`src/rtl/channel_in_acc_ctrl_pkg.sv`:
```
`default_nettype none
// ============================================================================
// Module   : channel_in_acc_ctrl_pkg
// Purpose  : Shared constants and types for the channel-in accumulation
//            sequencer: FSM state encoding, default counter width and the
//            tag latency that must match the data delay-line depth.
// Ports    : none (package)
// Revision : 1.0 - initial release
// ============================================================================
package channel_in_acc_ctrl_pkg;

  // Default width of pixel/pass counters and config fields.
  localparam int ACC_CNT_WIDTH = 12;

  // Depth of the channel-in data delay line. The tag pipeline uses the same
  // value so tags and data leave their pipelines on the same cycle.
  localparam int ACC_PIPE_DELAY = 6;

  typedef enum logic [1:0] {
    ST_IDLE  = 2'd0,
    ST_RUN   = 2'd1,
    ST_DRAIN = 2'd2,
    ST_DONE  = 2'd3
  } acc_state_e;

endpackage : channel_in_acc_ctrl_pkg
`default_nettype wire

```
`src/rtl/channel_in_acc_ctrl_if.sv`:
```
`default_nettype none
// ============================================================================
// Module   : channel_in_acc_ctrl_if
// Purpose  : Bundles the layer-control side (start/config/beat valid) and the
//            accumulation-buffer side (tagged beat, busy/done/error) of the
//            channel-in accumulation sequencer.
// Modports : master - layer control / stimulus: drives start, cfg_*,
//                     data_valid_in; observes acc_*, busy, done, err_spurious
//            slave  - the sequencer itself (opposite directions)
// Revision : 1.0 - initial release
// ============================================================================
interface channel_in_acc_ctrl_if
  import channel_in_acc_ctrl_pkg::*;
#(
  parameter int CNT_WIDTH = ACC_CNT_WIDTH
);
  logic                 start;
  logic [CNT_WIDTH-1:0] cfg_ch_in_times;
  logic [CNT_WIDTH-1:0] cfg_pixel_num;
  logic                 data_valid_in;
  logic                 acc_valid;
  logic                 acc_first;
  logic                 acc_last;
  logic [CNT_WIDTH-1:0] acc_addr;
  logic                 busy;
  logic                 done;
  logic                 err_spurious;

  modport master (
    output start, cfg_ch_in_times, cfg_pixel_num, data_valid_in,
    input  acc_valid, acc_first, acc_last, acc_addr, busy, done, err_spurious
  );

  modport slave (
    input  start, cfg_ch_in_times, cfg_pixel_num, data_valid_in,
    output acc_valid, acc_first, acc_last, acc_addr, busy, done, err_spurious
  );
endinterface : channel_in_acc_ctrl_if
`default_nettype wire

```
`src/rtl/channel_in_acc_ctrl_acc_tag_delay.sv`:
```
`default_nettype none
// ============================================================================
// Module   : acc_tag_delay
// Purpose  : DEPTH-stage register pipeline carrying the beat tag
//            {valid, first, last, addr}. A tag entering on cycle t appears at
//            the outputs on cycle t+DEPTH. Asynchronously cleared.
// Ports    : clk, rst_n (async active-low)
//            in_valid/in_first/in_last/in_addr    - tag entering this cycle
//            out_valid/out_first/out_last/out_addr - last pipeline stage
// Revision : 1.0 - initial release
// ============================================================================
module acc_tag_delay #(
  parameter int ADDR_WIDTH = 12,
  parameter int DEPTH      = 6
) (
  input  logic                  clk,
  input  logic                  rst_n,
  input  logic                  in_valid,
  input  logic                  in_first,
  input  logic                  in_last,
  input  logic [ADDR_WIDTH-1:0] in_addr,
  output logic                  out_valid,
  output logic                  out_first,
  output logic                  out_last,
  output logic [ADDR_WIDTH-1:0] out_addr
);

  localparam int TAG_W = ADDR_WIDTH + 3;

  logic [TAG_W-1:0] r_pipe [DEPTH];

  always_ff @(posedge clk or negedge rst_n) begin
    if (!rst_n) begin
      for (int i = 0; i < DEPTH; i++) begin
        r_pipe[i] <= '0;
      end
    end else begin
      r_pipe[0] <= {in_valid, in_first, in_last, in_addr};
      for (int i = 1; i < DEPTH; i++) begin
        r_pipe[i] <= r_pipe[i-1];
      end
    end
  end

  assign {out_valid, out_first, out_last, out_addr} = r_pipe[DEPTH-1];

endmodule : acc_tag_delay
`default_nettype wire

```
`src/rtl/channel_in_acc_ctrl.sv`:
```
`default_nettype none
// ============================================================================
// Module   : channel_in_acc_ctrl
// Purpose  : Sequencer for the channel-in accumulation path. Counts passes
//            and pixels per pass, tags each accepted beat with first-pass /
//            last-pass flags and a pixel address, and delays the tag so it
//            lines up with the data leaving the channel-in delay line.
// Ports    : clk, rst_n (async active-low)
//            bus (slave) : start, cfg_ch_in_times (T), cfg_pixel_num (P),
//                          data_valid_in -> acc_valid, acc_first, acc_last,
//                          acc_addr, busy, done, err_spurious
// Revision : 1.0 - initial release
// ============================================================================
module channel_in_acc_ctrl
  import channel_in_acc_ctrl_pkg::*;
#(
  parameter int CNT_WIDTH  = ACC_CNT_WIDTH,
  parameter int PIPE_DELAY = ACC_PIPE_DELAY
) (
  input  logic                 clk,
  input  logic                 rst_n,
  channel_in_acc_ctrl_if.slave bus
);

  localparam int                   DRAIN_W      = (PIPE_DELAY > 1) ? $clog2(PIPE_DELAY) : 1;
  localparam logic [DRAIN_W-1:0]   C_DRAIN_LAST = DRAIN_W'(PIPE_DELAY - 1);
  localparam logic [DRAIN_W-1:0]   C_DRAIN_ONE  = DRAIN_W'(1);
  localparam logic [CNT_WIDTH-1:0] C_ONE        = CNT_WIDTH'(1);

  acc_state_e           r_state;
  logic [CNT_WIDTH-1:0] r_cfg_t;
  logic [CNT_WIDTH-1:0] r_cfg_p;
  logic [CNT_WIDTH-1:0] r_pix;
  logic [CNT_WIDTH-1:0] r_pass;
  logic [DRAIN_W-1:0]   r_drain;
  logic                 r_busy;
  logic                 r_done;
  logic                 r_err;

  logic w_start;
  logic w_beat;
  logic w_spurious;
  logic w_zero_cfg;
  logic w_pix_last;
  logic w_pass_last;
  logic w_pass_first;

  // Config is non-zero whenever RUN is entered, so T-1 / P-1 never wrap.
  assign w_start      = (r_state == ST_IDLE) && bus.start;
  assign w_beat       = (r_state == ST_RUN) && bus.data_valid_in;
  assign w_spurious   = (r_state != ST_RUN) && bus.data_valid_in;
  assign w_zero_cfg   = (bus.cfg_ch_in_times == '0) || (bus.cfg_pixel_num == '0);
  assign w_pix_last   = (r_pix == (r_cfg_p - C_ONE));
  assign w_pass_last  = (r_pass == (r_cfg_t - C_ONE));
  assign w_pass_first = (r_pass == '0);

  always_ff @(posedge clk or negedge rst_n) begin
    if (!rst_n) begin
      r_state <= ST_IDLE;
      r_cfg_t <= '0;
      r_cfg_p <= '0;
      r_pix   <= '0;
      r_pass  <= '0;
      r_drain <= '0;
      r_busy  <= 1'b0;
      r_done  <= 1'b0;
      r_err   <= 1'b0;
    end else begin
      r_done <= 1'b0;
      // A spurious beat in the same cycle as an accepted start still flags.
      r_err  <= (w_start ? 1'b0 : r_err) | w_spurious;

      case (r_state)
        ST_IDLE: begin
          if (bus.start) begin
            r_cfg_t <= bus.cfg_ch_in_times;
            r_cfg_p <= bus.cfg_pixel_num;
            r_pix   <= '0;
            r_pass  <= '0;
            if (w_zero_cfg) begin
              r_state <= ST_DONE;
              r_done  <= 1'b1;
            end else begin
              r_state <= ST_RUN;
              r_busy  <= 1'b1;
            end
          end
        end

        ST_RUN: begin
          if (w_beat) begin
            if (w_pix_last) begin
              r_pix  <= '0;
              r_pass <= r_pass + C_ONE;
              if (w_pass_last) begin
                r_state <= ST_DRAIN;
                r_drain <= '0;
              end
            end else begin
              r_pix <= r_pix + C_ONE;
            end
          end
        end

        // Wait until the final tag has left the pipeline.
        ST_DRAIN: begin
          if (r_drain == C_DRAIN_LAST) begin
            r_state <= ST_DONE;
            r_busy  <= 1'b0;
            r_done  <= 1'b1;
          end else begin
            r_drain <= r_drain + C_DRAIN_ONE;
          end
        end

        ST_DONE: begin
          r_state <= ST_IDLE;
        end

        default: begin
          r_state <= ST_IDLE;
          r_busy  <= 1'b0;
        end
      endcase
    end
  end

  // Outside RUN the pipeline is fed valid=0 bubbles; the other tag fields of
  // such slots carry whatever the counters hold and are ignored downstream.
  acc_tag_delay #(
    .ADDR_WIDTH (CNT_WIDTH),
    .DEPTH      (PIPE_DELAY)
  ) u_tag_delay (
    .clk       (clk),
    .rst_n     (rst_n),
    .in_valid  (w_beat),
    .in_first  (w_pass_first),
    .in_last   (w_pass_last),
    .in_addr   (r_pix),
    .out_valid (bus.acc_valid),
    .out_first (bus.acc_first),
    .out_last  (bus.acc_last),
    .out_addr  (bus.acc_addr)
  );

  assign bus.busy         = r_busy;
  assign bus.done         = r_done;
  assign bus.err_spurious = r_err;

endmodule : channel_in_acc_ctrl
`default_nettype wire
```
`src/flat_wrapper.sv`:
```
// flat-port wrapper written by rule: the top's interface ports become plain ports
module channel_in_acc_ctrl_flat import channel_in_acc_ctrl_pkg::*;
#(
  parameter int CNT_WIDTH  = ACC_CNT_WIDTH,
  parameter int PIPE_DELAY = ACC_PIPE_DELAY
)
  (clk, rst_n, bus_start, bus_cfg_ch_in_times, bus_cfg_pixel_num, bus_data_valid_in, bus_acc_valid, bus_acc_first, bus_acc_last, bus_acc_addr, bus_busy, bus_done, bus_err_spurious);
  channel_in_acc_ctrl_if #(.CNT_WIDTH(CNT_WIDTH)) bus_i ();
  input  logic clk;
  input  logic rst_n;
  input wire logic [$bits(bus_i.start)-1:0] bus_start;
  input wire logic [$bits(bus_i.cfg_ch_in_times)-1:0] bus_cfg_ch_in_times;
  input wire logic [$bits(bus_i.cfg_pixel_num)-1:0] bus_cfg_pixel_num;
  input wire logic [$bits(bus_i.data_valid_in)-1:0] bus_data_valid_in;
  output wire logic [$bits(bus_i.acc_valid)-1:0] bus_acc_valid;
  output wire logic [$bits(bus_i.acc_first)-1:0] bus_acc_first;
  output wire logic [$bits(bus_i.acc_last)-1:0] bus_acc_last;
  output wire logic [$bits(bus_i.acc_addr)-1:0] bus_acc_addr;
  output wire logic [$bits(bus_i.busy)-1:0] bus_busy;
  output wire logic [$bits(bus_i.done)-1:0] bus_done;
  output wire logic [$bits(bus_i.err_spurious)-1:0] bus_err_spurious;
  assign bus_i.start = bus_start;
  assign bus_i.cfg_ch_in_times = bus_cfg_ch_in_times;
  assign bus_i.cfg_pixel_num = bus_cfg_pixel_num;
  assign bus_i.data_valid_in = bus_data_valid_in;
  assign bus_acc_valid = bus_i.acc_valid;
  assign bus_acc_first = bus_i.acc_first;
  assign bus_acc_last = bus_i.acc_last;
  assign bus_acc_addr = bus_i.acc_addr;
  assign bus_busy = bus_i.busy;
  assign bus_done = bus_i.done;
  assign bus_err_spurious = bus_i.err_spurious;
  channel_in_acc_ctrl #(.CNT_WIDTH(CNT_WIDTH), .PIPE_DELAY(PIPE_DELAY)) u_core (.clk(clk), .rst_n(rst_n), .bus(bus_i));
endmodule
```
`config.mk`:
```
export PLATFORM = sky130hd
export DESIGN_NAME = channel_in_acc_ctrl_flat
export DESIGN_NICKNAME = d
export VERILOG_FILES = /design/src/rtl/channel_in_acc_ctrl_pkg.sv /design/src/rtl/channel_in_acc_ctrl_if.sv /design/src/rtl/channel_in_acc_ctrl_acc_tag_delay.sv /design/src/rtl/channel_in_acc_ctrl.sv /design/src/flat_wrapper.sv
export SDC_FILE = /design/constraint.sdc
export NUM_CORES = 1
export LEC_CHECK = 0
export ABC_AREA = 0
export CAP_MARGIN = 10
export CORE_UTILIZATION = 40
export CTS_CLUSTER_DIAMETER = 100
export DETAILED_ROUTE_END_ITERATION = 10
export RECOVER_POWER = 25
export SYNTH_ARGS = -nofsm -noshare
export SYNTH_HDL_FRONTEND = slang
export SYNTH_SLANG_ARGS = --single-unit
```
`constraint.sdc`:
```
create_clock -name clk -period 5.7 [get_ports clk]
set_clock_uncertainty 0.2 [all_clocks]
set_input_delay 1.425 -clock clk [delete_from_list [all_inputs] [get_ports clk]]
set_output_delay 1.425 -clock clk [all_outputs]
set_load 0.005 [all_outputs]
```
# Word level (Yosys, flattened, before mapping)
# Index checks and enable logic that the tools add are counted.
# Widths: inputs -> output; s select.
[word_totals] reg_bits=146 in_bits=28 out_inout_bits=18 word_cells=80
[op_classes] n_addsub=5 n_eq_ne=14 n_mux=28 n_bitwise=1 reduce_logical=17
[ops] operator="$mux 12" count=5
[ops] operator="$pmux 12 s2" count=2
[ops] operator="$logic_not 12->1" count=3
[ops] operator="$add 12x1->12 const B" count=2
[ops] operator="$eq 12x12->1" count=2
[ops] operator="$sub 12x1->12 const B" count=2
[ops] operator="$mux 2" count=6
[ops] operator="$mux 3" count=4
[ops] operator="$ne 2x2->1 const B" count=5
[ops] operator="$reduce_and 5->1" count=2
[ops] operator="$pmux 2 s4" count=1
[ops] operator="$reduce_and 4->1" count=2
[ops] operator="$mux 1" count=7
[ops] operator="$ne 2x1->1 const B" count=3
[ops] operator="$pmux 3 s2" count=1
[ops] operator="$reduce_bool 2->1" count=3
[ops] operator="$eq 2x2->1 const B" count=2
[ops] operator="$pmux 1 s2" count=2
[ops] operator="$add 3x1->3 const B" count=1
[ops] operator="$eq 3x3->1 const B" count=1
[ops] operator="$logic_and 1x1->1" count=3
[ops] operator="$reduce_and 3->1" count=1
[ops] operator="$eq 2x1->1 const B" count=1
[ops] operator="$logic_not 2->1" count=1
[ops] operator="3 further kinds" count=3

# Logic depth before layout (Yosys ltp)
[logic_depth] depth_word=6 ltp_mapped=12 ltp_nobuf=10

# Modules after synthesis
# Synthesis repeated with hierarchy kept, for this count alone.
[hier_totals] hier_cells=470 hier_area_um2=5910.7
[modules_own_cells] mod="channel_in_acc_ctrl" n_inst=1 cells_each=368 area_per_inst_um2=3568.4
[modules_own_cells] mod="acc_tag_delay" n_inst=1 cells_each=102 area_per_inst_um2=2342.2

# Least setup slack after synthesis
# Ideal clock, no wire load.
[synth_timing] kind="reg-to-reg" from="reg u_core.r_cfg_t[3]" to="reg u_core.r_drain[0]" setup_ns=0.125 arrival_ns=2.832 slack_ns=2.543 stages_incl_launch_ff=10 n_path_buf=1 synth_period_minus_slack_ns=3.157 path_cell_list="dfrtp_1 -> buf_6 -> or4_4 -> or4_4 -> xnor2_2 -> nor4b_1 -> and4_4 -> a31o_4 -> and3_4 -> mux2_4"
[synth_via] elab_chain_len=4
[synth_rtl] element="from (decl)" line="channel_in_acc_ctrl.sv:31" source="logic [CNT_WIDTH-1:0] r_cfg_t;"
[synth_rtl] element="from (signal assigned)" line="channel_in_acc_ctrl.sv:76" source="r_cfg_t <= bus.cfg_ch_in_times;"
[synth_rtl] element="$sub 12x1->12" line="channel_in_acc_ctrl.sv:54" source="assign w_pass_last = (r_pass == (r_cfg_t - C_ONE));"
[synth_rtl] element="$eq 12x12->1" line="channel_in_acc_ctrl.sv:54"
[synth_rtl] element="net u_core.u_tag_delay.in_last" line="channel_in_acc_ctrl_acc_tag_delay.sv:20" source="input logic in_last,"
[synth_rtl] element="$ne 2x2->1 (no source line)"
[synth_rtl] element="$reduce_and 5->1 (no source line)"
[synth_rtl] element="to (signal assigned)" line="channel_in_acc_ctrl.sv:112" source="r_drain <= r_drain + C_DRAIN_ONE;"
[synth_rtl] element="to (decl)" line="channel_in_acc_ctrl.sv:35" source="logic [DRAIN_W-1:0] r_drain;"
# The timed path passes the listed nets, and every way through them passes these cells.
# A chain may end at the register's enable or synchronous reset.

# Worst setup path after layout
[layout_timing] from="in bus_data_valid_in" to="reg u_core.r_pass[10]"
[layout_via] elab_chain_len=3
[layout_rtl] element="from (decl)" line="flat_wrapper.sv:14" source="input wire logic [$bits(bus_i.data_valid_in)-1:0] bus_data_valid_in;"
[layout_rtl] element="$logic_and 1x1->1" line="channel_in_acc_ctrl.sv:50" source="assign w_beat = (r_state == ST_RUN) && bus.data_valid_in;"
[layout_rtl] element="$ne 2x2->1 (no source line)"
[layout_rtl] element="$reduce_and 4->1 (no source line)"
[layout_rtl] element="to (signal assigned)" line="channel_in_acc_ctrl.sv:94" source="r_pass <= r_pass + C_ONE;"
[layout_rtl] element="to (decl)" line="channel_in_acc_ctrl.sv:34" source="logic [CNT_WIDTH-1:0] r_pass;"
# Every way passes these cells.

==> results.md <==
* Vias in the first global route at 3623
* H-tree levels at 4
* DR vias/cell at 5.12
* Setup Buffers After CTS at 0
* Die height at 123 microns
* Worst slew pin tran at 1100 ps
* Initial Util at 40.8%
* CP peak stage delay at 920 ps
* Via count at 3647
* Critical path endpoint category: flop
* Post-route minimum period at 3810 ps
* CP delay by family, top: compound AO/OA/AOI/OAI gates
* CTS sink cnt at 146
* Worst R2R End: u_core.r_drain[0]
* Worst-case hold path end point: u_core.u_tag_delay.r_pipe[67]
* Synth cell types at 61
* Min-delay src: u_core.u_tag_delay.r_pipe[82]
* Diodes inserted at 0
* Synth Net Count at 514
* #FFs+latches synth at 146
* Area Growth Syn to Fin at 18.9%
* # placed instances at 681
* F_max at 0.262 GHz
* Setup slack, reg-to-reg at 2220 ps
* Drt first pass iters at 4
* CTS Hold Bufs at 0
* Yosys warnings at 0
* Worst r2r src: u_core.r_cfg_p[0]
* P_leak at 3.16 nW
* GP Congestion at 0.826
* TritonCTS Buffers at 17
* Total power at 3.33 mW
* Period Utilization, post-route at 66.9%
* GRT Util Overall at 15.1%
* Worst EP arrival at 3880 ps
* Max FO, Critical Path at 9
* Core Util, Final at 48.5%
* Detailed Route Iter0 Violations at 213
* Worst-path clk slew at 60 ps
* Sum Neg Setup Slack at 0 ps
* Nets at 554
* Pwr dens at 475 nW/um^2
* Peak supply drop at 0.235 mV
* Post-route DRC at 0
* Min-delay worst type: flop to flop
* Worst slew margin at 26.1%
* Port buffer count at 45
* Core Area at 14500 sq um
* Hpwl dp at 6.84 mm
* Die Width at 123 microns
* CTS root buf: clkbuf_16
* Critical path class: input pin to flop
* CP startpoint kind: input pin
* Io pins at 46
* Filler cell count at 1293
* Worst reg-to-reg path cell count at 9
* Sequential share of the synthesized area at 61.9%
* Main synth FF type: dfrtp_1
* Critical path buffer and inverter count at 2
* WP depth at 7
* Remaining antenna violation count at 0
* Post-CTS Resized at 0
* RSZ-0062 raised after global routing: false
* CP max stage cell: a211oi_1
* Final hold violations at 0
* Overall die area at 15200 sq um
* Placed Area at 6430 sq um
* Design area at 7020 sq um
* Synth Instances at 476
* WL/cell at 14.1 microns
* Total congestion overflow at 0
* Overall routed net length at 10.0 mm
* CTS tree: done
* Critical-path cell list: clkdlybuf4s50_1 > inv_1 > a211oi_1 > nand2_1 > nor4b_2 > xnor2_1 > nor2_1
* Post-synthesis cell area at 5900 sq um
* FFs w/ async S/R, synth at 100%
* Share of post-route cells with drive strength above 1 at 13.6%
* Post-route insts no fill at 712
* Largest net degree at the start of global routing at 114
* Cell depth of the worst min-delay path at 0
* First-pass GRT wire length at 17.4 mm
* Status: finished, final reports clean
* Slew Viols, Final at 0
* Initial antenna violation count at 0
* Clk buf depth at 2
* Max cap viols at 0
* Clock insertion delay at the later pin of the skew report at 410 ps
* # rows at 44
* Req. time, crit path at 5760 ps
* Post-Syn Area per Cell at 12.4 sq um
* Endpoints failing setup at 0
* EDFF count, synth at 0
==> logic make-up (layout without fill, tap and decap cells) <==
group,after synthesis,in the layout,synth area share (%)
AND/OR/NAND/NOR,159,159,14.9
flip-flops,146,146,61.9
multiplexers,29,29,5.51
buffers and inverters,41,93,3.77
adder cells (fa/ha/maj),10,10,2.12
AO/OA/AOI/OAI,56,56,6.51
XOR/XNOR,35,35,5.32
==> per-stage QoR <==
| step | hold slack [ps] | setup slack (ps) |
|---|---|---|
| 2_1_floorplan | 131 | 2540 |
| 3_3_place_gp | 131 | 1660 |
| 3_5_place_dp | 135 | 1550 |
| 4_1_cts | 139 | 1980 |
| 5_1_grt | 150 | 1690 |
| 6_report | 135 | 1890 |
==> metal layers <==
metal | up-vias | share of wire, % | wire length, microns | track usage [%]
met3 | 18 | 4.5 | 455 | 3.97
met1 | 1783 | 48 | 4870 | 20.4
met2 | 102 | 45 | 4500 | 22.3
met5 | - | 0 | 0 | 0
li1 | 1744 | - | - | -
met4 | 0 | 2.2 | 218 | 7.91
==> cells in the final DEF (no fill, tap or decap), drive strengths merged, types with 2 or more instances in the layout <==
| cell type | instances |
|---|---|
| o31ai | 2 |
| nor4 | 17 |
| nand4 | 4 |
| nand3 | 13 |
| ha | 10 |
| nor3 | 15 |
| inv | 20 |
| clkinv | 3 |
| dfrtp | 146 |
| nand3b | 4 |
| and3 | 8 |
| clkinvlp | 2 |
| mux2 | 25 |
| nor3b | 3 |
| clkbuf | 20 |
| nand2b | 8 |
| or3 | 4 |
| a21oi | 4 |
| a22oi | 2 |
| nor2 | 34 |
| nor2b | 5 |
| o221ai | 2 |
| nand2 | 30 |
| nor4b | 5 |
| xnor2 | 22 |
| a211oi | 2 |
| or4 | 3 |
| a31oi | 5 |
| a311oi | 2 |
| buf | 3 |
| o21ai | 20 |
| clkdlybuf4s50 | 44 |
| mux2i | 4 |
| o211ai | 2 |
| xor2 | 13 |
==> registers in the layout, summed over array words and instances (netlist names), 2 cells and up <==
signal and flops:
u_core.r_drain 3, u_core.r_pix 12, u_core.r_state 2, u_core.r_cfg_p 12
u_core.r_cfg_t 12, u_core.u_tag_delay.out_addr 12, u_core.r_pass 12, u_core.u_tag_delay.r_pipe 75
==> worst max-delay path by stage <==
stage                            startpoint                end  slack [ps]
after floorplan           u_core.r_cfg_t[3]  u_core.r_drain[0]        2540
after global placement            bus_start  u_core.r_pass[10]        1660
after detailed placement  bus_data_valid_in  u_core.r_pass[10]        1550
after CTS                 bus_data_valid_in  u_core.r_pass[10]        1980
after global routing      bus_data_valid_in  u_core.r_pass[10]        1690
final                     bus_data_valid_in  u_core.r_pass[10]        1890
==> where the power goes <==
group / switching [mW] / internal [mW]
Combinational: 0.444 / 0.400
Clock: 0.439 / 0.645
Sequential: 0.187 / 1.22
Total: 1.07 / 2.26
==> synthesized netlist by cell type (2+ instances only) <==
| cell type | number | area, sq um |
|---|---|---|
| mux2i_1 | 4 | 40.0 |
| nor4_1 | 17 | 106 |
| nor2_1 | 33 | 124 |
| nor4b_1 | 3 | 26.3 |
| a211oi_1 | 2 | 15.0 |
| o211ai_1 | 2 | 15.0 |
| nand3_1 | 13 | 65.1 |
| o221ai_1 | 2 | 17.5 |
| buf_4 | 13 | 97.6 |
| o31ai_1 | 2 | 15.0 |
| ha_1 | 10 | 125 |
| nor2b_1 | 5 | 31.3 |
| xor2_1 | 13 | 114 |
| clkbuf_1 | 7 | 26.3 |
| and3_1 | 7 | 43.8 |
| xnor2_1 | 21 | 184 |
| nand4_1 | 4 | 25.0 |
| buf_6 | 2 | 22.5 |
| inv_1 | 15 | 56.3 |
| buf_2 | 4 | 20.0 |
| a31oi_1 | 5 | 31.3 |
| or4_4 | 3 | 33.8 |
| nand3b_1 | 4 | 30.0 |
| o21ai_0 | 20 | 100 |
| dfrtp_1 | 146 | 3650 |
| nand2b_1 | 8 | 50.1 |
| nor3b_1 | 2 | 15.0 |
| mux2_2 | 24 | 270 |
| a22oi_1 | 2 | 15.0 |
| a21oi_1 | 4 | 20.0 |
| nor3_1 | 15 | 75.1 |
| a311oi_1 | 2 | 17.5 |
| or3_1 | 4 | 25.0 |
| nor4b_2 | 2 | 30.0 |
| nand2_1 | 30 | 113 |
==> cell type report <==
type                    count  area [sq um]  area share [%]
repair buffers             47           467            6.65
well taps                 184           230            3.28
clock inverters            11           120            1.71
multi-input cells         289          2030            28.9
clock buffers              20           467            6.65
inverters                  15          56.3           0.802
flip-flops and latches    146          3650            52.0
Note: power is estimated with default switching activity, not from simulation.
